[config.mk]
export PLATFORM = sky130hd
export DESIGN_NAME = heartbeat_monitor
export DESIGN_NICKNAME = d
export VERILOG_FILES = /design/src/rtl/heartbeat_monitor.sv
export SDC_FILE = /design/constraint.sdc
export NUM_CORES = 1
export LEC_CHECK = 0
export CAP_MARGIN = 40
export CELL_PAD_IN_SITES_DETAIL_PLACEMENT = 1
export CELL_PAD_IN_SITES_GLOBAL_PLACEMENT = 1
export CORE_MARGIN = 5
export CORE_UTILIZATION = 35
export DETAILED_ROUTE_END_ITERATION = 7
export GPL_TIMING_DRIVEN = 0
export PLACE_DENSITY_LB_ADDON = 0.12
export SYNTH_ARGS = -nofsm -noshare
export SYNTH_HDL_FRONTEND = slang
export SYNTH_SLANG_ARGS = --single-unit
[constraint.sdc]
create_clock -name I_clk -period 6.7 [get_ports I_clk]
set_clock_uncertainty 0.1 [all_clocks]
set_input_delay 1.675 -clock I_clk [delete_from_list [all_inputs] [get_ports I_clk]]
set_output_delay 1.675 -clock I_clk [all_outputs]
set_load 0.02 [all_outputs]
[src/rtl/heartbeat_monitor.sv]
// Heartbeat liveness checker: synchronises a toggling input, times the gap between edges, reports lock/fault.
// Latency: input change reaches state/period registers 3 clocks after it is first sampled.
// Backpressure: none; free-running monitor with level outputs and a saturating error counter.
module heartbeat_monitor #(
  parameter int T_NOM    = 15000000,
  parameter int T_TOL    = 1500000,
  parameter int LOCK_CNT = 3,
  parameter int CNT_W    = 26
) (
  input  logic             I_clk,
  input  logic             I_reset,
  input  logic             I_hb,
  output logic             O_ok,
  output logic             O_fault,
  output logic [CNT_W-1:0] O_period,
  output logic [7:0]       O_err_cnt
);

  localparam logic [CNT_W-1:0] MAX_IV = CNT_W'(T_NOM + T_TOL);
  localparam logic [CNT_W-1:0] MIN_IV = CNT_W'(T_NOM - T_TOL);
  localparam int               GC_W   = $clog2(LOCK_CNT + 1);
  localparam logic [GC_W-1:0]  LOCK_V = GC_W'(LOCK_CNT);

  typedef enum logic [1:0] {
    S_IDLE,
    S_LOCKING,
    S_OK,
    S_FAULT
  } state_t;

  state_t            state;
  state_t            nxt_state;
  logic              sync1;
  logic              sync2;
  logic              hb_d;
  logic              hb_edge;
  logic [CNT_W-1:0]  cnt;
  logic              to_flag;
  logic              timeout;
  logic [CNT_W:0]    cnt_inc;
  logic [CNT_W-1:0]  interval;
  logic              good_int;
  logic [GC_W-1:0]   good_cnt;
  logic [GC_W-1:0]   nxt_good_cnt;
  logic              err_inc;

  // Two-flop synchroniser plus one history register for edge detection.
  always_ff @(posedge I_clk or posedge I_reset) begin
    if (I_reset) begin
      sync1 <= 1'b0;
      sync2 <= 1'b0;
      hb_d  <= 1'b0;
    end else begin
      sync1 <= I_hb;
      sync2 <= sync1;
      hb_d  <= sync2;
    end
  end

  // Both polarities of the heartbeat count as an edge.
  assign hb_edge = sync2 ^ hb_d;

  // Timeout fires once per gap: the flag blocks re-firing until the next edge.
  assign timeout = !hb_edge && !to_flag && (cnt == MAX_IV);

  // An edge landing exactly on the threshold is clamped to the maximum and treated as good.
  assign cnt_inc  = {1'b0, cnt} + (CNT_W + 1)'(1);
  assign interval = (cnt_inc > {1'b0, MAX_IV}) ? MAX_IV : cnt_inc[CNT_W-1:0];
  assign good_int = (interval >= MIN_IV) && (interval <= MAX_IV);

  // Interval counter: restarts on every edge, saturates instead of wrapping.
  always_ff @(posedge I_clk or posedge I_reset) begin
    if (I_reset) begin
      cnt <= '0;
    end else if (hb_edge) begin
      cnt <= '0;
    end else if (cnt != '1) begin
      cnt <= cnt + 1'b1;
    end
  end

  // Timeout flag set when the threshold fires, cleared by the next edge.
  always_ff @(posedge I_clk or posedge I_reset) begin
    if (I_reset) begin
      to_flag <= 1'b0;
    end else if (hb_edge) begin
      to_flag <= 1'b0;
    end else if (timeout) begin
      to_flag <= 1'b1;
    end
  end

  // Publish the measured interval, skipping the first edge after idle (no valid start point).
  always_ff @(posedge I_clk or posedge I_reset) begin
    if (I_reset) begin
      O_period <= '0;
    end else if (hb_edge && (state != S_IDLE)) begin
      O_period <= interval;
    end
  end

  // State and good-interval count registers.
  always_ff @(posedge I_clk or posedge I_reset) begin
    if (I_reset) begin
      state    <= S_IDLE;
      good_cnt <= '0;
    end else begin
      state    <= nxt_state;
      good_cnt <= nxt_good_cnt;
    end
  end

  // Next-state logic; only a drop out of OK is counted as an error.
  always_comb begin
    nxt_state    = state;
    nxt_good_cnt = good_cnt;
    err_inc      = 1'b0;
    case (state)
      S_IDLE: begin
        if (hb_edge) begin
          nxt_state    = S_LOCKING;
          nxt_good_cnt = '0;
        end else if (timeout) begin
          nxt_state = S_FAULT;
        end
      end
      S_LOCKING: begin
        if (hb_edge) begin
          if (good_int) begin
            if ((good_cnt + GC_W'(1)) == LOCK_V) begin
              nxt_state = S_OK;
            end
            nxt_good_cnt = good_cnt + GC_W'(1);
          end else begin
            nxt_good_cnt = '0;
          end
        end else if (timeout) begin
          nxt_state = S_FAULT;
        end
      end
      S_OK: begin
        if ((hb_edge && !good_int) || timeout) begin
          nxt_state = S_FAULT;
          err_inc   = 1'b1;
        end
      end
      S_FAULT: begin
        if (hb_edge) begin
          nxt_state    = S_LOCKING;
          nxt_good_cnt = '0;
        end
      end
      default: begin
        nxt_state = S_IDLE;
      end
    endcase
  end

  // Saturating count of OK->FAULT transitions.
  always_ff @(posedge I_clk or posedge I_reset) begin
    if (I_reset) begin
      O_err_cnt <= '0;
    end else if (err_inc && (O_err_cnt != 8'hFF)) begin
      O_err_cnt <= O_err_cnt + 8'd1;
    end
  end

  assign O_ok    = (state == S_OK);
  assign O_fault = (state == S_FAULT);

endmodule

Word-level counts from Yosys, hierarchy flattened
Index checks and enable logic that the tools add are counted.
Storage, ports and cells
  register bits: 68
  output and inout bits: 36
  logic and storage cells: 67
Cells by class
  $add $sub $neg: 4
  magnitude comparators: 3
  equal/unequal tests: 13
  mux-type cells: 19
  bitwise gates (word level): 1
  reduce and logical (&&, ||, !) cells: 18
Operator list (number)
  2-to-1 mux 26 bit: 3
  adder 26 x 1 -> 27 bit, second input constant: 1
  greater-than comparator 27 x 24 -> 1 bit, second input constant: 1
  adder 26 x 1 -> 26 bit, second input constant: 1
  == test 26 x 24 -> 1 bit, second input constant: 1
  >= comparator 26 x 24 -> 1 bit, second input constant: 1
  less-or-equal comparator 26 x 24 -> 1 bit, second input constant: 1
  != test 26 bit, second input constant: 1
  2-to-1 mux 2 bit: 10
  adder 8 x 1 -> 8 bit, second input constant: 1
  != test 8 bit, second input constant: 1
  case mux 2 bit (4 select lines): 1
  nonzero test 2 bit: 4
  == test 2 bit, second input constant: 3
  logical AND 1 bit: 6
  != test 2 x 1 -> 1 bit, second input constant: 3
  != test 3 bit, second input constant: 2
  2-to-1 mux 1 bit: 4
  case mux 2 bit (2 select lines): 1
  AND reduction 4 bit: 1
  zero test 1 bit: 3
  AND reduction 3 bit: 1
  adder 2 x 1 -> 2 bit, second input constant: 1
  == test 2 x 1 -> 1 bit, second input constant: 1
  other kinds (5): 5

Logic depth before layout (Yosys ltp)
  word-level depth: 11
  depth in mapped cells: 13

Least setup slack after synthesis
Ideal clock, no wire load.
  path kind: register -> register
  start point: reg cnt[7]
  end point: reg state[0]
  library setup time: 0.128 ns
  arrival: 3.116 ns
  path slack: 3.356 ns
  stages on the path, launching flop included: 13
  buffers on the path: 2
  cell sequence: dfrtp_1 -> buf_4 -> and4_4 -> or4b_1 -> buf_2 -> nor4_1 -> xnor2_1 -> or3_1 -> a2111o_1 -> nand2_4 -> o22ai_2 -> o2bb2ai_2 -> mux2_1
On the way
  word-level cells in the longest chain between the ends: 10
  elaborated cells between the ends (all ways): 18
  those cells by class: add/sub (1); order compare (3); eq/ne (3); mux (5); reduce/logical (6)
Ends and longest elaborated chain
  start, declared: line 37  | logic [CNT_W-1:0] cnt;
  start signal, assigned: line 78  | cnt <= cnt + 1'b1;
  adder 26 x 1 -> 27 bit: line 67  | assign cnt_inc = {1'b0, cnt} + (CNT_W + 1)'(1);
  greater-than comparator 27 x 24 -> 1 bit: line 68  | assign interval = (cnt_inc > {1'b0, MAX_IV}) ? MAX_IV : cnt_inc[CNT_W-1:0];
  2-to-1 mux 26 bit: line 68
  >= comparator 26 x 24 -> 1 bit / less-or-equal comparator 26 x 24 -> 1 bit (equally long branches): line 69  | assign good_int = (interval >= MIN_IV) && (interval <= MAX_IV);
  logical AND 1 bit: line 69
  zero test 1 bit: line 142  | if ((hb_edge && !good_int) || timeout) begin
  logical AND 1 bit: line 142
  logical OR 1 bit: line 142
  != test 2 x 1 -> 1 bit (no source line)
  AND reduction 4 bit (no source line)
  end signal, assigned: line 108  | state <= nxt_state;
  end, declared: line 31  | state_t state;
Parallel ways exist; a longest one is shown, timed or not.
A chain may end at the register's enable or synchronous reset.

Worst setup path in the final report
  start point: reg cnt[0]
  end point: reg O_err_cnt[1]
On the way
  word-level cells in the longest chain between the ends: 11
  elaborated cells between the ends (all ways): 14
  those cells by class: add/sub (1); order compare (3); eq/ne (1); mux (3); reduce/logical (6)
Ends and longest elaborated chain
  adder 26 x 1 -> 27 bit: line 67
  greater-than comparator 27 x 24 -> 1 bit: line 68
  2-to-1 mux 26 bit: line 68
  >= comparator 26 x 24 -> 1 bit / less-or-equal comparator 26 x 24 -> 1 bit (equally long branches): line 69
  logical AND 1 bit: line 69
  zero test 1 bit: line 142
  logical AND 1 bit: line 142
  logical OR 1 bit *: line 142
  2-to-1 mux 1 bit *: line 142
  2-to-1 mux 1 bit *: line 118  | case (state)
  logical AND 1 bit *: line 163  | end else if (err_inc && (O_err_cnt != 8'hFF)) begin
  end signal, assigned: line 164  | O_err_cnt <= O_err_cnt + 8'd1;
  end, declared: line 16  | output logic [7:0] O_err_cnt
Mark *: on every way between the ends. The rest lies on a longest branch, timed or not.

==> metrics.txt <==
result of the run=complete, no violations; cell count after placement=584; CTS Root Buffer Type=clkbuf_8; setup TNS after final layout=0 ns; H-tree depth reported by CTS=3; Diodes inserted=0; clock slew at reported path FFs=0.08 ns; number of violations of the max-capacitance limit=0; capture point of the worst reg-to-reg path=O_err_cnt[1]; overall global routing resource usage=18.0%; Synth async-reset ratio=100%; Most used DFF post-synth=dfrtp_1; average vias per placed instance=5.46; shortest clock period the worst path allows after layout=4.08 ns; global-route wire length before repair=18,500 µm; Remaining DRCs=0; antenna-violating nets left=0; required time at the worst-slack endpoint=6.83 ns; Final Max Tran Viols=0; launching point of the worst reg2reg path=cnt[0]; CP Max Fanout=9; maximum vdd drop=0.141 mV; Synth warnings=0; Mean Syn Cell Area=9.31 µm²; initial core utilization=35.3%; final total power=1.33 mW; post-synthesis net count=417; Cell Int Power=871 µW; relative slew slack=47.5%; final number of hold-violating endpoints=0; Period Utilization, post-route=60.8%; Final Setup Violations=0; number of top-level pins=39; PnR worst setup slack=2.62 ns; number of buffers created by CTS=9; hold-fix buffers at CTS=0; placed inst area=4360 µm²; antenna violations before repair=0; Hold Path Class=register to register; Psw=462 µW; crit path capture type=register; Synth Instances=405; share of layout cells above drive strength 1=6.74%; combinational cell fraction of total power=34.6%; maximum number of pins on one net before global-route repair=63; remaining global-route overflow=0; actual slew at the worst max-slew pin=0.782 ns; synth-to-layout area growth=20.7%; share of power burned in the clock network=25.9%; flop and latch count out of synthesis=68; switching power share of the total=34.7%; die width=114 µm; Routability Congestion=0.859; total power density per cell area=293 nW/µm²; Setup crit start kind=register; Post-layout nets=467; Data arrival, critical path=4.21 ns; unique cell type count in the Yosys netlist=60; estimated wirelength of the detail-placed design=8180 µm; Final Routed Wirelength=10,900 µm; sequential cell fraction of total power=39.5%; Post-synth EDFFs=0; core area=10,700 µm²; number of gates given a new drive strength after cts=0; upper clock frequency limit=245 MHz; post-route cell area=4550 µm²; metal2 WL=5160 µm; sink count of the clock tree=68; sequential fraction of the synthesis area=45.1%; worst setup path class=register to register; Setup WS pre-CTS=2.63 ns; minimum setup slack among reg-to-reg paths=2.62 ns; die height=114 µm; length of the first detailed-routing pass in iterations=4; Critical Path Source=cnt[0]; routed length per placed instance=18.2 µm; Clock Path Buffers=2; end point of the critical path=O_err_cnt[1]; count of routing violations after the opening detailed-route iteration=121; Pleak=1.74 nW; Non-Filler Instances=600; num rows=38; via count of the first global-routing pass=3,530; clock tree from TritonCTS=done; total via count in the routed design=3,276; metal3 WL=351 µm; Worst R2R Path Depth=11; number of buffers added for setup after CTS=0; quantity of I/O buffers inserted on ports=38; RSZ-0062 raised after global routing=false; top routing layer in use=met4; area of the die=13,000 µm²; netlist area before placement=3770 µm²; clock latency of the later-clocked register in the worst-skew pair=0.34 ns; Routed met1 length=5170 µm
-- layer usage --
| metal | track usage, % | up-vias |
|---|---|---|
| met5 | 0 | - |
| met3 | 3.55 | 14 |
| met1 | 23.9 | 1641 |
| met4 | 6.49 | 0 |
| li1 | - | 1571 |
| met2 | 29.1 | 50 |
-- worst min-delay path by stage --
stage | startpoint | end | slack [ns] | depth (start not counted)
detailed placement | sync1 | sync2 | 0.24 | 0
CTS | sync1 | sync2 | 0.26 | 0
floorplan | sync1 | sync2 | 0.23 | 0
global route | sync1 | sync2 | 0.27 | 0
global placement | sync1 | sync2 | 0.24 | 0
finish | sync1 | sync2 | 0.25 | 0
-- cells in the final DEF, fill, tap and decap left out, drive strengths merged, types with 9 or more instances in the layout --
| cell | synthesis | routed |
|---|---|---|
| inv | 14 | 14 |
| nand3 | 19 | 19 |
| xor2 | 9 | 9 |
| a31oi | 13 | 13 |
| ha | 9 | 9 |
| o21ai | 13 | 13 |
| nor2 | 32 | 32 |
| o31ai | 13 | 13 |
| xnor2 | 21 | 21 |
| nand2 | 38 | 38 |
| dfrtp | 68 | 68 |
| clkdlybuf4s50 | 0 | 38 |
| a21oi | 32 | 32 |
| clkbuf | 18 | 33 |
| nand4 | 11 | 11 |
-- power by group through the flow --
stage | clock, mW | combinational, mW | sequential [mW]
final | 0.345 | 0.461 | 0.527
after global routing | 0.378 | 0.508 | 0.538
after CTS | 0.357 | 0.468 | 0.529
after detailed placement | 0 | 0.467 | 0.536
after global placement | 0 | 0.456 | 0.533
after floorplan | 0 | 0.211 | 0.597
-- final cells by class --
class | instances | area [µm²]
buffer | 24 | 100
clock buffer | 15 | 166
clock inverter | 1 | 30.0
fill | 1264 | 6140
inverter | 14 | 55.1
multi-input combinational | 299 | 1920
sequential | 68 | 1700
tap | 140 | 175
timing repair buffer | 39 | 408
-- cells in the mapped netlist, drive strengths merged (2+ instances only) --
| library cell | instances | share of area (%) |
|---|---|---|
| nor4b | 3 | 0.70 |
| a211oi | 5 | 1.0 |
| o31ai | 13 | 2.6 |
| nand3 | 19 | 2.5 |
| nand4b | 2 | 0.46 |
| o21ai | 13 | 1.7 |
| a21o | 3 | 0.60 |
| xnor2 | 21 | 4.9 |
| nand2 | 38 | 4.0 |
| inv | 14 | 1.4 |
| nand3b | 3 | 0.60 |
| and2 | 8 | 1.3 |
| buf | 6 | 0.86 |
| o22ai | 3 | 0.83 |
| nor2 | 32 | 3.2 |
| nand4 | 11 | 1.8 |
| ha | 9 | 3.0 |
| o211ai | 2 | 0.40 |
| clkbuf | 18 | 1.8 |
| nor2b | 4 | 0.66 |
| nor4 | 7 | 1.3 |
| and4 | 4 | 1.0 |
| or4b | 2 | 0.53 |
| or4 | 3 | 0.60 |
| a31oi | 13 | 2.2 |
| and3 | 3 | 0.50 |
| nor3 | 7 | 0.93 |
| mux2 | 4 | 1.2 |
| xor2 | 9 | 2.1 |
| or3 | 6 | 1.0 |
| a21oi | 32 | 4.2 |
| dfrtp | 68 | 45 |
-- critical path: stages (launching register included) --
cell,delay (ns)
dfrtp_1,0.37
clkbuf_1,0.38
and2_0,0.18
clkbuf_1,0.40
nand2_1,0.30
or3_1,0.39
a211oi_1,0.46
a311o_1,0.26
a2111o_1,0.25
nand3_1,0.11
o22ai_2,0.37
mux2_2,0.38
-- sequential cells by signal, indices dropped and copies added (netlist names) --
signal,count
O_period,26
cnt,26
O_err_cnt,8
good_cnt,2
state,2
hb_d,1
sync1,1
sync2,1
to_flag,1
-- cells by family (layout without fill, tap and decap cells) --
family,Yosys count,in the layout,share of synthesized area [%]
mux,5,5,1.46
flops,68,68,45.1
buf+inv,38,93,4.05
simple gates,156,156,22.0
fa+ha+maj,9,9,2.99
xor+xnor,30,30,6.97
compound gates,99,99,17.4
-- stage by stage --
step / util (%) / hold slack, ns
6_report: 42.6 / 0.252
5_1_grt: 42.6 / 0.270
4_1_cts: 42.6 / 0.257
3_3_place_gp: 40.4 / 0.241
2_1_floorplan: - / 0.231
3_5_place_dp: 40.7 / 0.240
Note: power is estimated with default switching activity, not from simulation.
